--- src/rtl/neuron_mac_sequencer.sv ---
// Four-neuron fully-connected layer: streams weights from a registered memory,
// multiply-accumulates on one shared multiplier, then presents saturated results.
module neuron_mac_lane #(
  parameter int DW    = 16,
  parameter int FRAC  = 6,
  parameter int ACC_W = 40
) (
  input  logic                   clk,
  input  logic                   rst_n,
  input  logic                   clr,
  input  logic                   cap_en,
  input  logic                   cap_bias,
  input  logic                   fin,
  input  logic signed [2*DW-1:0] prod,
  input  logic [DW-1:0]          bias_in,
  output logic [DW-1:0]          r
);
  logic signed [ACC_W-1:0] acc;
  logic signed [ACC_W-1:0] acc_sh;
  logic [DW-1:0]           bias;
  logic [ACC_W:0]          sum;
  logic [ACC_W-DW+1:0]     hi;
  logic [DW-1:0]           sat;

  // Result fits in DW bits only when every bit above the DW-1 sign bit agrees with it.
  always_comb begin
    acc_sh = acc >>> FRAC;
    sum    = {acc_sh[ACC_W-1], acc_sh} + {{(ACC_W+1-DW){bias[DW-1]}}, bias};
    hi     = sum[ACC_W:DW-1];
    if ((&hi) || !(|hi)) sat = sum[DW-1:0];
    else                 sat = sum[ACC_W] ? {1'b1, {(DW-1){1'b0}}} : {1'b0, {(DW-1){1'b1}}};
  end

  always_ff @(posedge clk or negedge rst_n) begin
    if (!rst_n) begin
      acc  <= '0;
      bias <= '0;
      r    <= '0;
    end else begin
      if (clr)         acc <= '0;
      else if (cap_en) acc <= acc + {{(ACC_W-2*DW){prod[2*DW-1]}}, prod};
      if (clr)                    bias <= '0;
      else if (cap_en && cap_bias) bias <= bias_in;
      if (fin) r <= sat;
    end
  end
endmodule

module neuron_mac_sequencer #(
  parameter int DW    = 16,
  parameter int FRAC  = 6,
  parameter int ACC_W = 40
) (
  input  logic          clk,
  input  logic          rst_n,
  input  logic          start,
  output logic          start_ready,
  input  logic [2:0]    layer,
  input  logic [2:0]    in_count,
  input  logic [4*DW-1:0] x_data,
  output logic [5:0]    mem_n,
  output logic [5:0]    mem_i,
  output logic          mem_wt_en,
  output logic          mem_bias_en,
  input  logic [DW-1:0] mem_wt_data,
  input  logic [DW-1:0] mem_bias_data,
  output logic          out_valid,
  input  logic          out_ready,
  output logic [DW-1:0] out_data,
  output logic [1:0]    out_idx,
  output logic          busy
);
  typedef enum logic [2:0] {IDLE, FETCH, GAP, FINAL, OUT} state_t;

  state_t                 state, nxt;
  logic [1:0]             beat, i, n_last, oidx, cap_j;
  logic                   cap_vld, accept;
  logic [2:0]             layer_q;
  logic [3:0][DW-1:0]     x_q;
  logic [3:0][DW-1:0]     r;
  logic [3:0]             cap_en;
  logic signed [2*DW-1:0] prod;

  assign accept      = (state == IDLE) && start;
  assign start_ready = (state == IDLE);
  assign busy        = (state != IDLE);
  assign mem_wt_en   = (state == FETCH);
  assign mem_bias_en = (state == FETCH) && (i == 2'd0);
  assign mem_n       = {3'b0, layer_q};
  assign mem_i       = {4'b0, i};
  assign out_valid   = (state == OUT);
  assign out_idx     = oidx;
  assign out_data    = (state == OUT) ? r[oidx] : '0;

  // Single shared multiplier; memory data for beat j arrives the cycle after it.
  assign prod = $signed(x_q[i]) * $signed(mem_wt_data);

  always_ff @(posedge clk or negedge rst_n) begin
    if (!rst_n) state <= IDLE;
    else        state <= nxt;
  end

  always_comb begin
    nxt = state;
    case (state)
      IDLE:    if (start) nxt = FETCH;
      FETCH:   if (beat == 2'd3) nxt = GAP;
      GAP:     nxt = (i == n_last) ? FINAL : FETCH;
      FINAL:   nxt = OUT;
      OUT:     if (out_ready && oidx == 2'd3) nxt = IDLE;
      default: nxt = IDLE;
    endcase
  end

  always_ff @(posedge clk or negedge rst_n) begin
    if (!rst_n) begin
      beat    <= '0;
      i       <= '0;
      n_last  <= '0;
      oidx    <= '0;
      cap_vld <= 1'b0;
      cap_j   <= '0;
      layer_q <= '0;
      x_q     <= '0;
    end else begin
      beat    <= (state == FETCH) ? beat + 2'd1 : 2'd0;
      cap_vld <= (state == FETCH);
      cap_j   <= beat;
      if (accept) begin
        layer_q <= layer;
        x_q     <= x_data;
        i       <= '0;
        oidx    <= '0;
        n_last  <= (in_count == 3'd0 || in_count > 3'd4) ? 2'd3 : 2'(in_count - 3'd1);
      end
      if (state == GAP && i != n_last) i <= i + 2'd1;
      if (state == OUT && out_ready)   oidx <= oidx + 2'd1;
    end
  end

  for (genvar j = 0; j < 4; j++) begin : g_lane
    assign cap_en[j] = cap_vld && (cap_j == 2'(j));
    neuron_mac_lane #(.DW(DW), .FRAC(FRAC), .ACC_W(ACC_W)) u_lane (
      .clk      (clk),
      .rst_n    (rst_n),
      .clr      (accept),
      .cap_en   (cap_en[j]),
      .cap_bias (i == 2'd0),
      .fin      (state == FINAL),
      .prod     (prod),
      .bias_in  (mem_bias_data),
      .r        (r[j])
    );
  end
endmodule

--- config.mk ---
export PLATFORM = sky130hd
export DESIGN_NAME = neuron_mac_sequencer
export DESIGN_NICKNAME = d
export VERILOG_FILES = /design/src/rtl/neuron_mac_sequencer.sv
export SDC_FILE = /design/constraint.sdc
export NUM_CORES = 2
export LEC_CHECK = 0
export BUFFER_PORTS_ARGS = -buffer_cell sky130_fd_sc_hd__buf_2
export CAP_MARGIN = 0
export CORE_MARGIN = 3
export CORE_UTILIZATION = 43
export DETAILED_ROUTE_END_ITERATION = 16
export MAX_ROUTING_LAYER = met4
export PLACE_DENSITY_LB_ADDON = 0.12
export SLEW_MARGIN = 30
export SYNTH_ARGS = -nofsm -noshare
export SYNTH_HDL_FRONTEND = slang
export SYNTH_SLANG_ARGS = --single-unit
--- constraint.sdc ---
create_clock -name clk -period 29.7 [get_ports clk]
set_input_delay 2.97 -clock clk [delete_from_list [all_inputs] [get_ports clk]]
set_output_delay 2.97 -clock clk [all_outputs]
set_load 0.01 [all_outputs]
==> summary.txt <==
Cells and area
  • P&R area growth vs syn: 9.45%
  • Multi-input gate area: 29000 um2
  • Nets: 5568
  • Flip-flop and latch area: 9230 um2
  • Fillers: 9137
  • Share of post-route cells with drive strength above 1: 7.61%

Synthesis
  • Post-Synthesis Cell Area: 40200 um2
  • Ys flop type: dfrtp_1
  • Synth area leader: dfrtp_1
  • Ys async rst share: 100%
  • Top cell type's share of synthesized area: 23.0%
  • Most frequent cell after synthesis: nand2_1
  • Mapped Avg Cell Area: 8.46 um2
  • Synth top area cells: dfrtp_1, fa_1, ha_1, nand2_1, a21oi_1
  • Synth cell types: 99
  • Number of synthesized flops with an enable pin: 0
  • Seq/Total Area, Yosys: 23.0%
  • Commonest cells in the netlist: nand2_1, ha_1, a21oi_1, dfrtp_1, inv_1
  • Ys Warns: 0
  • Yosys reg bits: 369
  • Post-synthesis cell count: 4748

Critical path
  • Most Frequent Cell on Critical Path: fa_1
  • Startpoint Class: input pin
  • Master of the slowest instance on the critical path: a2111oi_0
  • Endpoint class of the critical path: flop
  • Crit path arrival time: 12210 ps
  • Worst flop-to-flop path startpoint: i[0]
  • Critical R2R Capture: g_lane[3].u_lane.acc[39]
  • R2R setup slack: 18610 ps
  • CP max stage delay: 810 ps
  • Setup CP Type: in -> reg
  • Maximum net fanout on the critical path: 16
  • CP Data Required Time: 30200 ps
  • R2R cell count: 35

Floorplanning
  • Die span in y: 312 um
  • Core ar.: 92200 um2
  • Std-Cell Rows: 111
  • Die Area: 97200 um2
  • I/O pins: 141
  • Die X: 312 um
  • Initial Utilization: 43.6%

STA
  • Worst slew pin tran: 928 ps
  • Max Clock Freq: 85.4 MHz
  • Endpoints failing hold: 0
  • Setup WS post-layout: 18000 ps
  • Final worst path period share: 39.4%
  • Rel. slew slack: 36.6%
  • Worst hold margin: 392 ps
  • Setup violators final: 0
  • Post-layout min period: 11700 ps
  • RSZ-0062 raised after global routing: false
  • Max Clock Skew: 62.8 ps
  • Slew Limit Fails: 0
  • Post-route setup TNS: 0 ps

Route
  • Vias/cell: 5.64
  • Starting DRC count in detailed routing: 2359
  • DRC: 0
  • Vias: 34400
  • Wire per inst: 19.9 um
  • DRT antenna net count: 0
  • Drt pass-1 iters: 5
  • Routed wire length: 121000 um

Clock tree
  • Postcts setup bufs: 0
  • Num CTS Buffers: 47
  • Clock tree buffer depth: 3
  • CTS root buffer: clkbuf_16
  • Htree depth: 2
  • # resized after CTS: 0
  • Clk_lat worst skew: 620 ps
  • CTS tree: built
  • Clock sink total: 369
  • Hold_buf cts: 0
  • Clk slew on worst S/H paths: 70 ps

Global routing
  • GRT Total Usage: 25.2%
  • Pin count of the biggest net entering global routing: 138
  • Total gr overflow: 0
  • Global-route wire length before repair: 188000 um
  • Vias in the first global route: 32700
  • Antenna violations before repair: 9

Place
  • Pre-CTS setup slack: 17440 ps
  • Gp weighted congestion: 0.930
  • IO Port Bufs: 133
  • Post-DP HPWL: 93300 um

Outcome
  • Outcome: completed

Min path
  • Endpoint, Worst Hold: cap_j[1]
  • Hold Path Stages: 0
  • HP Class: reg -> reg
  • Beginning of the worst hold path: beat[1]

Run
  • Max cap viols: 0
==> routing by layer <==
layer | up-vias | wire (um) | share of wire [%] | global-route usage [%]
met5 | - | 0 | 0 | -
met3 | 152 | 6560 | 5.4 | 3.94
met2 | 791 | 55700 | 46 | 39.0
met4 | 0 | 3440 | 2.8 | 7.67
met1 | 16900 | 55400 | 46 | 34.0
li1 | 16600 | - | - | -
==> registers in the layout, summed over array words and instances, names as in the netlist, 2 cells and up <==
register / cells
g_lane.u_lane.bias: 64
n_last: 2
x_q: 64
state: 3
g_lane.u_lane.r: 64
cap_j: 2
g_lane.u_lane.acc: 160
i: 2
layer_q: 3
beat: 2
out_idx: 2
==> layout make-up <==
cell class | instances | area share (%)
Inverter | 368 | 3.14
Timing Repair Buffer | 181 | 2.42
Multi-Input combinational cell | 3843 | 65.9
Antenna cell | 6 | 0.0341
Clock buffer | 63 | 3.09
Sequential cell | 369 | 21.0
Clock inverter | 24 | 0.873
Tap cell | 1243 | 3.54
==> critical path: cells and delay by family <==
family | cells | cell delay [ps]
and+or+nand+nor | 6 | 1050
buffers and inverters | 5 | 650
adders and majority gates | 8 | 3620
AOI/OAI and AO/OA | 12 | 3630
xor gates and xnor gates | 2 | 290
==> kinds of logic after synthesis <==
kind of cell | Yosys count | synth area share [%]
multiplexers | 48 | 2.20
AO/OA/AOI/OAI | 1213 | 19.4
adder cells (fa/ha/maj) | 652 | 25.3
XOR/XNOR | 249 | 5.43
buffers and inverters | 542 | 5.21
other | 1 | 0.00933
AND/OR/NAND/NOR | 1674 | 19.4
flip-flops | 369 | 23.0
==> cells in the final DEF, fill, tap and decap left out, types with 19 or more instances in the layout <==
master and n:
nand2_1 817, ha_1 382, a21oi_1 373, dfrtp_1 369, inv_1 368, fa_1 270
o21ai_0 247, nor2_1 233, and2_1 169, a21o_1 167, xnor2_1 164, buf_2 132
nand3_1 99, xor2_1 80, nor3_1 53, o21a_1 50, a31oi_1 50, clkbuf_16 48
nor2b_1 46, a211oi_1 45, and3_1 44, buf_4 43, nand2b_1 41, o21bai_1 35
or3_1 33, mux4_2 32, nand4_1 29, a211o_1 19, o22ai_1 19, o211ai_1 19
==> worst max-delay path by stage <==
stage,from,endpoint,slack (ps)
floorplan,mem_wt_data[1],g_lane[3].u_lane.acc[39],18640
global placement,mem_wt_data[1],g_lane[1].u_lane.acc[39],17340
detailed placement,mem_wt_data[1],g_lane[1].u_lane.acc[39],17440
CTS,mem_wt_data[1],g_lane[0].u_lane.acc[39],18050
global route,mem_wt_data[1],g_lane[3].u_lane.acc[39],17340
finish,mem_wt_data[1],g_lane[3].u_lane.acc[39],18000
==> per-stage QoR <==
stage / utilization (%) / cell area (um2) / instances
2_1_floorplan: - / 40200 / 4754
4_1_cts: 47.6 / 43900 / 6090
5_1_grt: 47.7 / 44000 / 6095
3_5_place_dp: 45.8 / 42200 / 6003
6_report: 47.7 / 44000 / 6097
3_3_place_gp: 45.7 / 42200 / 6003
Power is left out: the tool's default activity adds up to more than one toggle a clock period on the data nets, which glitch-free logic cannot reach.
